### src/rtl/toothless_mem_arbiter.sv
// Two-requester (instruction fetch / load-store) arbiter onto one memory port.
// Data wins by default; an instruction request that waited through MAX_DATA_STREAK data grants takes the next turn.
module toothless_mem_arbiter #(
   parameter int ADDR_WIDTH      = 32,
   parameter int DATA_WIDTH      = 32,
   parameter int MAX_DATA_STREAK = 4
) (
   input  logic                    clk_i,
   input  logic                    rst_i,
   input  logic                    instr_req_i,
   input  logic [ADDR_WIDTH-1:0]   instr_addr_i,
   output logic                    instr_gnt_o,
   output logic                    instr_rvalid_o,
   output logic [DATA_WIDTH-1:0]   instr_rdata_o,
   output logic                    instr_err_o,
   input  logic                    data_req_i,
   input  logic [ADDR_WIDTH-1:0]   data_addr_i,
   input  logic                    data_we_i,
   input  logic [DATA_WIDTH/8-1:0] data_be_i,
   input  logic [DATA_WIDTH-1:0]   data_wdata_i,
   output logic                    data_gnt_o,
   output logic                    data_rvalid_o,
   output logic [DATA_WIDTH-1:0]   data_rdata_o,
   output logic                    data_err_o,
   output logic                    mem_req_o,
   output logic [ADDR_WIDTH-1:0]   mem_addr_o,
   output logic                    mem_we_o,
   output logic [DATA_WIDTH/8-1:0] mem_be_o,
   output logic [DATA_WIDTH-1:0]   mem_wdata_o,
   input  logic                    mem_gnt_i,
   input  logic                    mem_rvalid_i,
   input  logic [DATA_WIDTH-1:0]   mem_rdata_i,
   input  logic                    mem_err_i
);

   localparam int SW = $clog2(MAX_DATA_STREAK + 1);
   localparam logic [SW-1:0] STREAK_MAX = SW'(MAX_DATA_STREAK);

   typedef enum logic [1:0] {IDLE, ADDR, RESP} state_t;

   state_t        state;
   logic          owner_data;
   logic [SW-1:0] streak;

   logic pick_data;
   logic cur_data;
   logic active;
   logic grant;
   logic resp;

   always_comb begin
      pick_data = data_req_i && !(instr_req_i && (streak == STREAK_MAX));
      cur_data  = (state == IDLE) ? pick_data : owner_data;
      // Outputs are held quiet while reset is asserted, whatever the state.
      active    = !rst_i && (((state == IDLE) && (data_req_i || instr_req_i)) || (state == ADDR));
      grant     = active && mem_gnt_i;
      resp      = !rst_i && (state == RESP) && mem_rvalid_i;

      mem_req_o   = active;
      mem_addr_o  = cur_data ? data_addr_i  : instr_addr_i;
      mem_we_o    = cur_data ? data_we_i    : 1'b0;
      mem_be_o    = cur_data ? data_be_i    : '1;
      mem_wdata_o = cur_data ? data_wdata_i : '0;

      data_gnt_o  = grant && cur_data;
      instr_gnt_o = grant && !cur_data;

      data_rvalid_o  = resp && owner_data;
      instr_rvalid_o = resp && !owner_data;
      data_err_o     = resp && owner_data && mem_err_i;
      instr_err_o    = resp && !owner_data && mem_err_i;

      data_rdata_o  = mem_rdata_i;
      instr_rdata_o = mem_rdata_i;
   end

   always_ff @(posedge clk_i) begin
      if (rst_i) begin
         state      <= IDLE;
         owner_data <= 1'b0;
         streak     <= '0;
      end else begin
         case (state)
            IDLE: begin
               if (active) begin
                  owner_data <= cur_data;
                  state      <= mem_gnt_i ? RESP : ADDR;
               end
            end
            ADDR: begin
               if (mem_gnt_i) state <= RESP;
            end
            RESP: begin
               if (mem_rvalid_i) state <= IDLE;
            end
            default: state <= IDLE;
         endcase

         if (grant) begin
            if (!cur_data)                streak <= '0;
            else if (streak != STREAK_MAX) streak <= streak + SW'(1);
         end
      end
   end

endmodule

### config.mk
export PLATFORM = sky130hd
export DESIGN_NAME = toothless_mem_arbiter
export DESIGN_NICKNAME = d
export VERILOG_FILES = /design/src/rtl/toothless_mem_arbiter.sv
export SDC_FILE = /design/constraint.sdc
export NUM_CORES = 1
export LEC_CHECK = 0
export ABC_AREA = 1
export BUFFER_PORTS_ARGS = -buffer_cell sky130_fd_sc_hd__buf_2
export CORE_AREA = 2 2 108 110
export CTS_CLUSTER_DIAMETER = 30
export DETAILED_ROUTE_END_ITERATION = 8
export DIE_AREA = 0 0 110 112
export GPL_TIMING_DRIVEN = 1
export PLACE_DENSITY = 0.45
export SLEW_MARGIN = 25
export SYNTH_ARGS = -nofsm -noshare
export SYNTH_HDL_FRONTEND = slang
export SYNTH_SLANG_ARGS = --single-unit
### constraint.sdc
create_clock -name clk_i -period 4.6 [get_ports clk_i]
set_input_delay 0.92 -clock clk_i [delete_from_list [all_inputs] [get_ports clk_i]]
set_output_delay 0.92 -clock clk_i [all_outputs]
set_load 0.02 [all_outputs]
; Yosys cells after proc, flatten, opt, wreduce, memory -nomap -nowiden
; Cells that the tools add are included.
[classes]
n_eq_ne = 8
muxes = 12
addsub = 1
n_reduce_logical = 23
[op_table]
columns = cell, n
row1 = 32-bit two-way mux, 2
row2 = 1-bit logical AND, 13
row3 = 2-bit two-way mux, 4
row4 = 3-bit two-way mux, 2
row5 = 2-bit != test (second input constant), 3
row6 = 2-bit case mux with 3 select lines, 1
row7 = 1-bit zero test, 4
row8 = 4-bit two-way mux, 1
row9 = 2-bit AND reduction, 2
row10 = 3-bit by 1-bit adder with 3-bit output (second input constant), 1
row11 = 3-bit == test (second input constant), 1
row12 = 3-bit != test (second input constant), 1
row13 = 3-bit AND reduction, 1
row14 = 2-bit by 1-bit == test with 1-bit output (second input constant), 1
row15 = 2-bit == test (second input constant), 1
row16 = 2-bit zero test, 1
row17 = 1-bit logical OR, 2
row18 = 1-bit two-way mux, 2
row19 = 2-bit by 1-bit != test with 1-bit output (second input constant), 1
[totals]
inputBits = 140
wordCells = 47
regBits = 6

; Depth between registers and ports, before layout
; Gate-level depths: netlist (run 1).
[logic_depth]
word_depth = 7
depth_mapped = 11
mapped_depth_nobuf = 11

; Least setup slack after synthesis (run 1)
; OpenSTA, ideal clock, no wires.
[synth_path]
path_type = input -> output
from = in instr_req_i
to = out data_gnt_o
cell_stages = 6
required_ps = 3680
n_path_buf = 1
arrival_time_ps = 1826
path_slack_ps = 1854
cell_sequence = nand3_1 > nand2_1 > nand2_1 > nand2_2 > buf_2 > nor3_1
[synth_via]
elab_chain_cells = 6
elab_cells_between_ends = 10
cone_classes = mux (1) / reduce/logical (9)
[synth_lines]
columns = item, line_no
row1 = from (decl), 10  ; input logic instr_req_i,
row2 = 1-bit logical OR, 55  ; active = !rst_i && (((state == IDLE) && (data_req_i || instr_req_i)) || (state == ADDR));
row3 = 1-bit logical AND, 55
row4 = 1-bit logical OR, 55
row5 = 1-bit logical AND, 55
row6 = 1-bit logical AND, 56  ; grant = active && mem_gnt_i;
row7 = 1-bit logical AND (*), 65  ; data_gnt_o = grant && cur_data;
row8 = to (decl), 21  ; output logic data_gnt_o,
; Every way passes the cells marked *; elsewhere a longest branch is shown, timed or not.

; Worst setup path after layout (run 1)
[layout_path]
from = in instr_req_i
to = out mem_wdata_o[16]
[layout_via]
elab_chain_cells = 5
[layout_lines]
columns = item, line_no
row1 = 1-bit logical AND, 52  ; pick_data = data_req_i && !(instr_req_i && (streak == STREAK_MAX));
row2 = 1-bit zero test, 52
row3 = 1-bit logical AND, 52
row4 = 1-bit two-way mux, 53  ; cur_data = (state == IDLE) ? pick_data : owner_data;
row5 = 32-bit two-way mux, 63  ; mem_wdata_o = cur_data ? data_wdata_i : '0;
row6 = to (decl), 29  ; output logic [DATA_WIDTH-1:0] mem_wdata_o,
; No other way between the ends.

==> run summary, run 1 <==
PLACEMENT
--------------------------------------------------------------------------------
Placer Congestion                                                          0.727
Count of buffers inserted at the top-level ports                             183
Detailed Place HPWL                                                      4.44 mm
Cell count after placement                                                   564

DRT
--------------------------------------------------------------------------------
Routed wire length                                                       5.24 mm
Detailed-route vias per instance                                            3.59
DR DRC count                                                                   0
Antenna viol nets, final                                                       0
Total via count in the routed design                                       2,035
Number of detailed-routing iterations run before antenna repair                4
Initial DRC count                                                             30
Average wire length per cell after detail routing                   9.24 microns

FINISH
--------------------------------------------------------------------------------
Final-layout fill cell count                                               1,291
Layout overhead on the synthesized area                                    39.8%
Total Nets Final                                                             568
Share of layout cells above drive strength 1                               45.5%
Antenna Cells                                                                  0
Number of standard cells in the final layout excluding fillers               567

POWER AND IR DROP
--------------------------------------------------------------------------------
Power per Cell Area                                                  239 nW/um^2
Static leakage                                                           1.56 nW
VDD IR max                                                              0.172 mV
Total chip power                                                        0.535 mW

TIMING
--------------------------------------------------------------------------------
Share of the cycle needed by the critical path after routing               67.5%
Tightest Pin Transition                                                 0.673 ns
F_max                                                                    322 MHz
Clk_skew                                                              0.00113 ns
Unrepaired setup endpoints after global routing                               no
Endpoints failing hold                                                         0
Final setup TNS                                                             0 ns
Number of slew-limit violations in the final report                            0
Hold Slack                                                              0.478 ns
Number of setup violations in the final report                                 0
Worst max-slew margin expressed relative to the limit                      55.0%
Tmin final                                                               3.10 ns

SYNTHESIS
--------------------------------------------------------------------------------
Post-synthesis register bit count                                              6
Post-Syn Instances                                                           311
Cell types occupying the most area after synthesis                  buf_4 31%, nand2_1 27%, inv_1 11%, nor2_1 9.4%, dfxtp_1 7.5%
Syn_area_per_cell                                                     5.15 sq um
Share of async-settable or async-resettable flops after synthesis             0%
Most numerous cell types in the synthesized netlist                 117 x nand2_1, 67 x buf_4, 47 x inv_1, 40 x nor2_1
Total standard cell area after synthesis                              1600 sq um
Fraction of the yosys area taken by sequential cells                       7.49%
Fraction of post-synthesis cell area in the top cell type by area          31.4%
Cell accounting for the most synthesized area                              buf_4
Most used flip-flop cell after synthesis                                 dfxtp_1
Number of enable-type register cells in the synthesized netlist                0
Count leader, synth                                                      nand2_1
Synthesized netlist net count                                                453
Distinct cell type count after synthesis                                      17
Syn. warnings                                                                  0

SETUP PATH
--------------------------------------------------------------------------------
Nature of the critical path startpoint                              primary input
Highest net fanout along the worst path                                       61
Required time reported for the critical path endpoint                    3.68 ns
Arrival time of data at the critical path endpoint                       2.18 ns
Number of cells traversed by the worst register-to-register path               9
Worst setup EP type                                                  output port
Reg-to-reg setup timing slack                                            2.84 ns
Path type of the worst setup path                                   primary input to output port

CLOCK NETWORK
--------------------------------------------------------------------------------
Number of gates given a new drive strength after cts                           0
Worst-Skew Late Latency                                                  0.23 ns
Number of hold buffers added after CTS                                         0
CTS Buf Count                                                                  3
Post-CTS repair timing setup buffer count                                      0
TritonCTS clock tree                                                        done
Max H-tree Level                                                               1
CTS Buffer Depth                                                               2
Total number of clock tree sinks                                               6
Root cell of the clock tree                                            clkbuf_16
Clock slew at reported path FFs                                          0.03 ns

FLOORPLANNING
--------------------------------------------------------------------------------
I/O pin count                                                                280
Placement row count                                                           39
Initial cell density of the core                                           14.3%
Overall die area                                                    12,300 sq um
Die X-Extent                                                         110 microns
Area inside the core boundary                                       11,200 sq um
Die height                                                           112 microns

MIN PATH
--------------------------------------------------------------------------------
Class of the most critical hold timing path                         register to register
Number of cells traversed by the worst hold path                               2

GRT
--------------------------------------------------------------------------------
Pin count of the biggest net entering global routing                          62
Gr usage total                                                             7.80%
Number of global-route vias before repair                                  1,941
Wire length of the first global-routing pass                             7.86 mm
Antenna violations before repair                                               0
Total gr overflow                                                              0

RUN
--------------------------------------------------------------------------------
Max-Cap Viols                                                                  0

RUN STATUS
--------------------------------------------------------------------------------
Status                                                                 completed

[area by class of cell]
class,instances,area (sq um),share of cell area [%]
Clock buffer,3,75.1,3.35
Inverter,48,180,8.04
Multi-Input combinational cell,183,763,34.1
Sequential cell,6,120,5.36
Tap cell,143,179,7.98
Timing Repair Buffer,184,923,41.2
[final timing paths]
kind,from,to
worst max-delay path,instr_req_i,mem_wdata_o[16]
worst min-delay path,streak[1]$_SDFFE_PP0P_,streak[1]$_SDFFE_PP0P_
worst max register to register,streak[0]$_SDFFE_PP0P_,streak[0]$_SDFFE_PP0P_
worst min register to register,streak[1]$_SDFFE_PP0P_,streak[1]$_SDFFE_PP0P_
[cell families after synthesis]
kind of cell,Yosys count,share of synthesized area (%)
fa+ha+maj,2,1.56
flops,6,7.49
compound gates,5,1.56
buf+inv,122,45.2
simple gates,176,44.2
[metal layers]
metal / global-route usage (%) / wire, microns / share of wire, %
met5: 0 / 0 / 0
met4: 4.39 / 210 / 4.0
met3: 1.64 / 522 / 10
met2: 14.5 / 2480 / 47
met1: 7.83 / 2020 / 39
[critical path, cell delays in order]
cell,delay [ns]
buf_2,0.09
nand3_1,0.09
nand2_1,0.07
nand2_1,0.07
nand2_4,0.46
buf_4,0.27
nor2_1,0.05
buf_2,0.15
[placed cells by master (no fill, tap or decap), drive strengths merged]
cell and n:
o21ai 1, nor3 4, nand4 2, buf 184, dfxtp 6, nand2 120
a21oi 4, clkbuf 3, ha 2, or2 4, nor2 42, inv 48
nand3 4
[registers in the layout, summed over array words and instances, names as in the netlist]
signal and flops:
owner_data 1, state 2, streak 3
[per-stage QoR]
stage | cell area [sq um] | util [%] | setup slack [ns]
final | 2240 | 20.1 | 1.50
after global placement | 2160 | 19.3 | 1.16
after detailed placement | 2160 | 19.3 | 1.13
after global routing | 2240 | 20.1 | 1.30
after floorplan | 1600 | - | 1.85
after CTS | 2240 | 20.0 | 1.13
[power by group]
| group | internal [mW] | total, mW | leakage [nW] | switching [mW] |
|---|---|---|---|---|
| clock network | 0.112 | 0.144 | 0.0370 | 0.0322 |
| logic | 0.117 | 0.333 | 1.48 | 0.216 |
| registers | 0.0549 | 0.0579 | 0.0490 | 0.00295 |
| total | 0.284 | 0.535 | 1.56 | 0.251 |
Power figures use the tool's default switching activity.
==> inputs of run 2 (changes only) <==
--- a/config.mk
+++ b/config.mk
@@ -5,14 +5,14 @@
 export SDC_FILE = /design/constraint.sdc
 export NUM_CORES = 1
 export LEC_CHECK = 0
-export ABC_AREA = 1
+export ABC_AREA = 0
 export BUFFER_PORTS_ARGS = -buffer_cell sky130_fd_sc_hd__buf_2
-export CORE_AREA = 2 2 108 110
+export CORE_AREA = 2 2 109 111
 export CTS_CLUSTER_DIAMETER = 30
 export DETAILED_ROUTE_END_ITERATION = 8
-export DIE_AREA = 0 0 110 112
+export DIE_AREA = 0 0 111 113
 export GPL_TIMING_DRIVEN = 1
-export PLACE_DENSITY = 0.45
+export PLACE_DENSITY = 0.44
 export SLEW_MARGIN = 25
 export SYNTH_ARGS = -nofsm -noshare
 export SYNTH_HDL_FRONTEND = slang
==> constraint.sdc (replaced) <==
create_clock -name clk_i -period 2.9 [get_ports clk_i]
set_input_delay 0.58 -clock clk_i [delete_from_list [all_inputs] [get_ports clk_i]]
set_output_delay 0.58 -clock clk_i [all_outputs]
set_load 0.02 [all_outputs]
==> run summary, run 2 <==
SYNTHESIS
--------------------------------------------------------------------------------
Synthesized netlist net count                                                333
Post-synthesis register bit count                                              6
Share of async-settable or async-resettable flops after synthesis             0%
Post-Syn Instances                                                           191
Cell accounting for the most synthesized area                              buf_4
Total standard cell area after synthesis                              1560 sq um
Distinct cell type count after synthesis                                      34
Most numerous cell types in the synthesized netlist                 65 x buf_4, 34 x nor2b_1, 32 x mux2_2, 8 x nor2_1, 6 x dfxtp_1
Fraction of the yosys area taken by sequential cells                       7.71%
Syn_area_per_cell                                                     8.16 sq um
Most used flip-flop cell after synthesis                                 dfxtp_1
Count leader, synth                                                        buf_4
Fraction of post-synthesis cell area in the top cell type by area          31.3%
Number of enable-type register cells in the synthesized netlist                0
Syn. warnings                                                                  0
Cell types occupying the most area after synthesis                  buf_4 31%, mux2_2 23%, nor2b_1 14%, dfxtp_1 7.7%, buf_6 2.2%

FINISH
--------------------------------------------------------------------------------
Combined flip-flop and latch cell area                                 120 sq um
Largest registers                                                   streak x3, state x2, owner_data x1
Antenna Cells                                                                  0
Total Nets Final                                                             450
Register name with the most flops                                         streak
Layout overhead on the synthesized area                                    41.7%
Leading cell type in the layout, fill and taps excluded                    buf_2
Max FFs per register                                                           3
Final-layout fill cell count                                               1,271
Final core utilization                                                     19.6%
Fin area                                                              2210 sq um
Combined area of the multi-input logic cells                           882 sq um
Share of layout cells above drive strength 1                               75.5%
Commonest cells after routing, fill and taps aside                  183 x buf_2, 34 x nor2b_1, 32 x mux2_2

SETUP PATH
--------------------------------------------------------------------------------
Crit path largest cell delay                                             0.39 ns
Dominant delay contributor by cell family on the critical path      buffers and inverters
Required time reported for the critical path endpoint                    2.32 ns
Critical path capture point                                         mem_addr_o[15]
Critical Path, Cell by Cell                                         inv_1 > ha_1 > nand3_1 > a21boi_4 > buf_12 > mux2_2 > buf_2
Nature of the critical path startpoint                                  register
Slowest cell on the critical path                                         mux2_2
Combined buffer and inverter count along the critical path                     3
Reg2reg start                                                       streak[1]$_SDFFE_PP0P_
Highest net fanout along the worst path                                       71
Arrival time of data at the critical path endpoint                       2.11 ns
Stages on the worst setup path                                                 7
Path type of the worst setup path                                   register to output port
Worst setup path startpoint                                         streak[1]$_SDFFE_PP0P_
Worst setup EP type                                                  output port
Worst reg2reg path endpoint                                         streak[2]$_SDFFE_PP0P_
Reg-to-reg setup timing slack                                            1.16 ns
Number of cells traversed by the worst register-to-register path               7

CLOCK NETWORK
--------------------------------------------------------------------------------
CTS Buffer Depth                                                               2
Root cell of the clock tree                                            clkbuf_16
Max H-tree Level                                                               1
Worst-Skew Late Latency                                                  0.23 ns
CTS Buf Count                                                                  3
Post-CTS repair timing setup buffer count                                      0
Clock slew at reported path FFs                                          0.04 ns
Number of hold buffers added after CTS                                         0
Total number of clock tree sinks                                               6
Number of gates given a new drive strength after cts                           0
TritonCTS clock tree                                                        done

FLOORPLANNING
--------------------------------------------------------------------------------
Placement row count                                                           39
Die X-Extent                                                         111 microns
Initial cell density of the core                                           13.8%
Area inside the core boundary                                       11,300 sq um
Overall die area                                                    12,500 sq um
I/O pin count                                                                280
Die height                                                           113 microns

DRT
--------------------------------------------------------------------------------
DR DRC count                                                                   0
Average wire length per cell after detail routing                   13.3 microns
Antenna viol nets, final                                                       0
Number of detailed-routing iterations run before antenna repair                4
Total via count in the routed design                                       1,666
Detailed-route vias per instance                                            3.71
Routed wire length                                                       5.96 mm
Initial DRC count                                                             28

PLACEMENT
--------------------------------------------------------------------------------
Placer Congestion                                                          0.753
Instance area at placement                                            2130 sq um
Detailed Place HPWL                                                      5.16 mm
Post-placement worst setup slack                                        0.365 ns
Count of buffers inserted at the top-level ports                             183

TIMING
--------------------------------------------------------------------------------
Final setup margin                                                      0.213 ns
Tightest Pin Transition                                                 0.343 ns
Number of slew-limit violations in the final report                            0
Number of setup violations in the final report                                 0
Endpoints failing hold                                                         0
Worst max-slew margin expressed relative to the limit                      77.1%
Tmin final                                                               2.69 ns
Share of the cycle needed by the critical path after routing               92.7%
Unrepaired setup endpoints after global routing                               no
Clk_skew                                                              0.00330 ns
Final setup TNS                                                             0 ns
F_max                                                                    372 MHz

GRT
--------------------------------------------------------------------------------
Wire length of the first global-routing pass                             8.81 mm
Pin count of the biggest net entering global routing                          72
Number of global-route vias before repair                                  1,694
Gr usage total                                                             8.85%
Antenna violations before repair                                               0
Total gr overflow                                                              0

RUN
--------------------------------------------------------------------------------
Max-Cap Viols                                                                  0

POWER AND IR DROP
--------------------------------------------------------------------------------
Power per Cell Area                                                  355 nW/um^2
Static leakage                                                           1.17 nW
VDD IR max                                                              0.282 mV

RUN STATUS
--------------------------------------------------------------------------------
Status                                                                 completed

MIN PATH
--------------------------------------------------------------------------------
Class of the most critical hold timing path                         register to register

run 2: worst min path at each step:
stage	start	end	slack, ns	cells after the start
3_5_place_dp	streak[0]$_SDFFE_PP0P_	streak[0]$_SDFFE_PP0P_	0.47	1
3_3_place_gp	streak[0]$_SDFFE_PP0P_	streak[0]$_SDFFE_PP0P_	0.47	1
5_1_grt	streak[0]$_SDFFE_PP0P_	streak[0]$_SDFFE_PP0P_	0.49	1
4_1_cts	streak[0]$_SDFFE_PP0P_	streak[0]$_SDFFE_PP0P_	0.47	1
2_1_floorplan	streak[0]$_SDFFE_PP0P_	streak[0]$_SDFFE_PP0P_	0.44	1
6_report	streak[0]$_SDFFE_PP0P_	streak[0]$_SDFFE_PP0P_	0.47	1
run 2: kinds of logic (layout without fill, tap and decap cells):
logic type      count (synthesis)  in the layout  share of synthesized area, %
fa+ha+maj                       2              2                          1.61
compound gates                 10             10                          6.51
mux                            32             32                          23.1
simple gates                   65             65                          25.4
buf+inv                        76            191                          35.7
flops                           6              6                          7.71
run 2: routing by layer:
layer	track usage (%)	wire [microns]	up-vias
li1	-	-	799
met1	9.66	2250	736
met2	14.8	2720	111
met3	4.50	856	20
met4	3.25	127	0
met5	0	0	-
run 2: power breakdown:
group / internal (mW) / switching, mW / total, mW
Clock: 0.177 / 0.0511 / 0.228
Sequential: 0.0870 / 0.00620 / 0.0932
Combinational: 0.203 / 0.258 / 0.461
Total: 0.467 / 0.315 / 0.783
run 2: per-stage QoR:
stage	cells	hold slack (ns)	power, mW
3_3_place_gp	446	0.466	0.561
3_5_place_dp	446	0.465	0.562
4_1_cts	449	0.473	0.795
2_1_floorplan	191	0.440	0.512
6_report	449	0.468	0.783
5_1_grt	449	0.490	0.830
run 2: cell type report:
| cell class | instances | share of cell area (%) |
|---|---|---|
| Sequential cell | 6 | 5.44 |
| Multi-Input combinational cell | 109 | 40.0 |
| Timing Repair Buffer | 184 | 42.4 |
| Clock buffer | 3 | 3.40 |
| Tap cell | 143 | 8.11 |
| Inverter | 4 | 0.680 |
==> inputs of run 3 (changes only) <==
==> constraint.sdc (replaced) <==
create_clock -name clk_i -period 2.9 [get_ports clk_i]
set_input_delay 0.29 -clock clk_i [delete_from_list [all_inputs] [get_ports clk_i]]
set_output_delay 0.29 -clock clk_i [all_outputs]
set_load 0.02 [all_outputs]
==> run summary, run 3 (same netlist as run 2, synthesis figures left out) <==
MIN PATH
-------------------------------------------------------------------------------
Class of the most critical hold timing path                        primary input to register
Endpoint with the worst hold slack                                 state[0]$_SDFFE_PP0P_
Launch point of the worst hold path                                   mem_gnt_i
Number of cells traversed by the worst hold path                              2

GRT
-------------------------------------------------------------------------------
Number of global-route vias before repair                                 1,645
Gr usage total                                                            8.93%
Total gr overflow                                                             0
Wire length of the first global-routing pass                            8.85 mm
Antenna violations before repair                                              0
Pin count of the biggest net entering global routing                         72

SETUP PATH
-------------------------------------------------------------------------------
Critical Path, Cell by Cell                                        inv_1 > ha_1 > nand3_1 > a21boi_4 > buf_12 > mux2_2 > buf_2
Nature of the critical path startpoint                                 register
Worst reg2reg path endpoint                                        streak[2]$_SDFFE_PP0P_
Highest net fanout along the worst path                                      71
Number of cells traversed by the worst register-to-register path              7
Worst setup EP type                                                 output port
Required time reported for the critical path endpoint                   2.61 ns
Reg-to-reg setup timing slack                                           1.21 ns
Slowest cell on the critical path                                        mux2_2
Path type of the worst setup path                                  register to output port
Arrival time of data at the critical path endpoint                      2.10 ns
Reg2reg start                                                      streak[1]$_SDFFE_PP0P_
Crit path largest cell delay                                            0.38 ns

FLOORPLANNING
-------------------------------------------------------------------------------
I/O pin count                                                               280
Die X-Extent                                                        111 microns
Die height                                                          113 microns
Area inside the core boundary                                      11,300 sq um
Initial cell density of the core                                          13.8%
Overall die area                                                   12,500 sq um
Placement row count                                                          39

FINISH
-------------------------------------------------------------------------------
Largest registers                                                  streak x3, state x2, owner_data x1
Max FFs per register                                                          3
Leading cell type in the layout, fill and taps excluded                   buf_2
Layout overhead on the synthesized area                                   41.7%
Antenna Cells                                                                 0
Register name with the most flops                                        streak
Total Nets Final                                                            450
Final core utilization                                                    19.6%
Commonest cells after routing, fill and taps aside                 183 x buf_2, 34 x nor2b_1, 32 x mux2_2
Share of layout cells above drive strength 1                              75.5%
Number of standard cells in the final layout excluding fillers              449

POWER AND IR DROP
-------------------------------------------------------------------------------
Net switching power of the design                                      0.313 mW
Static leakage                                                          1.17 nW
VDD IR max                                                             0.180 mV
Share of power burned in combinational logic                              59.3%
Clock power frac                                                          28.7%
Power per Cell Area                                                 353 nW/um^2
Switching share of power                                                  40.1%
Internal power summed over all cells                                   0.467 mW
Sequential share of power                                                 12.0%

CLOCK NETWORK
-------------------------------------------------------------------------------
Post-CTS repair timing setup buffer count                                     0
Total number of clock tree sinks                                              6
Number of hold buffers added after CTS                                        0
Clock slew at reported path FFs                                         0.03 ns
CTS Buffer Depth                                                              2
CTS Buf Count                                                                 3
Number of gates given a new drive strength after cts                          0
TritonCTS clock tree                                                       done
Root cell of the clock tree                                           clkbuf_16
Worst-Skew Late Latency                                                 0.23 ns
Max H-tree Level                                                              1

TIMING
-------------------------------------------------------------------------------
Tmin final                                                              2.39 ns
Share of the cycle needed by the critical path after routing              82.4%
Number of slew-limit violations in the final report                           0
F_max                                                                   418 MHz
Unrepaired setup endpoints after global routing                              no
Clk_skew                                                             0.00254 ns
Tightest Pin Transition                                                0.321 ns
Endpoints failing hold                                                        0
Final setup TNS                                                            0 ns
Worst max-slew margin expressed relative to the limit                     78.6%
Number of setup violations in the final report                                0

PLACEMENT
-------------------------------------------------------------------------------
Placer Congestion                                                         0.830
Count of buffers inserted at the top-level ports                            183
Detailed Place HPWL                                                     5.24 mm
Cell count after placement                                                  446

DRT
-------------------------------------------------------------------------------
Initial DRC count                                                            25
DR DRC count                                                                  0
Number of detailed-routing iterations run before antenna repair               4
Detailed-route vias per instance                                           3.73
Antenna viol nets, final                                                      0
Routed wire length                                                      6.06 mm
Total via count in the routed design                                      1,673
Average wire length per cell after detail routing                  13.5 microns

RUN
-------------------------------------------------------------------------------
Max-Cap Viols                                                                 0

RUN STATUS
-------------------------------------------------------------------------------
Status                                                                completed

-- run 3: cell counts in the layout (fill, tap and decap cells not counted) --
No cell type changed its count.
-- run 3: layer usage --
layer  track usage, %  wire length [microns]
met1             10.7                   2410
met5                0                      0
met3             3.16                    688
met4             3.75                    139
met2             14.6                   2820
-- run 3: how the worst max path moves through the flow --
stage / from / endpoint / slack, ns / cells after the start
after floorplan: streak[1]$_SDFFE_PP0P_ / mem_addr_o[29] / 1.04 / 6
after global placement: streak[1]$_SDFFE_PP0P_ / mem_addr_o[15] / 0.78 / 7
after detailed placement: streak[1]$_SDFFE_PP0P_ / mem_addr_o[15] / 0.72 / 7
after CTS: streak[1]$_SDFFE_PP0P_ / mem_addr_o[15] / 0.49 / 7
after global routing: streak[0]$_SDFFE_PP0P_ / mem_addr_o[30] / 0.37 / 7
final: streak[1]$_SDFFE_PP0P_ / mem_addr_o[15] / 0.51 / 7
-- run 3: stage by stage --
step           area [sq um]  total power [mW]  worst slack [ns]  hold WS, ns
2_1_floorplan          1560             0.512              1.04        0.362
3_3_place_gp           2130             0.560             0.783        0.471
3_5_place_dp           2130             0.564             0.723        0.471
4_1_cts                2210             0.796             0.487        0.312
5_1_grt                2210             0.827             0.374        0.327
6_report               2210             0.780             0.509        0.311
-- run 3: layout make-up --
| class | count | area (sq um) |
|---|---|---|
| repair buffers | 184 | 936 |
| flip-flops and latches | 6 | 120 |
| inverters | 4 | 15.0 |
| fillers | 1254 | 9060 |
| clock buffers | 3 | 75.1 |
| multi-input cells | 109 | 882 |
| well taps | 143 | 179 |
-- run 3: power groups by stage --
stage	logic, mW	clock network (mW)	registers [mW]
finish	0.462	0.224	0.0933
global route	0.497	0.235	0.0946
CTS	0.471	0.232	0.0933
detailed placement	0.469	0	0.0945
global placement	0.466	0	0.0944
floorplan	0.419	0	0.0930
-- run 3: worst max-delay path: cells and delay by family (launching register included) --
kind | cells | cell delay, ns
multiplexers | 1 | 0.38
adder cells (fa/ha/maj) | 1 | 0.23
AO/OA/AOI/OAI | 1 | 0.21
buffers and inverters | 3 | 0.54
AND/OR/NAND/NOR | 1 | 0.17
flip-flops | 1 | 0.30
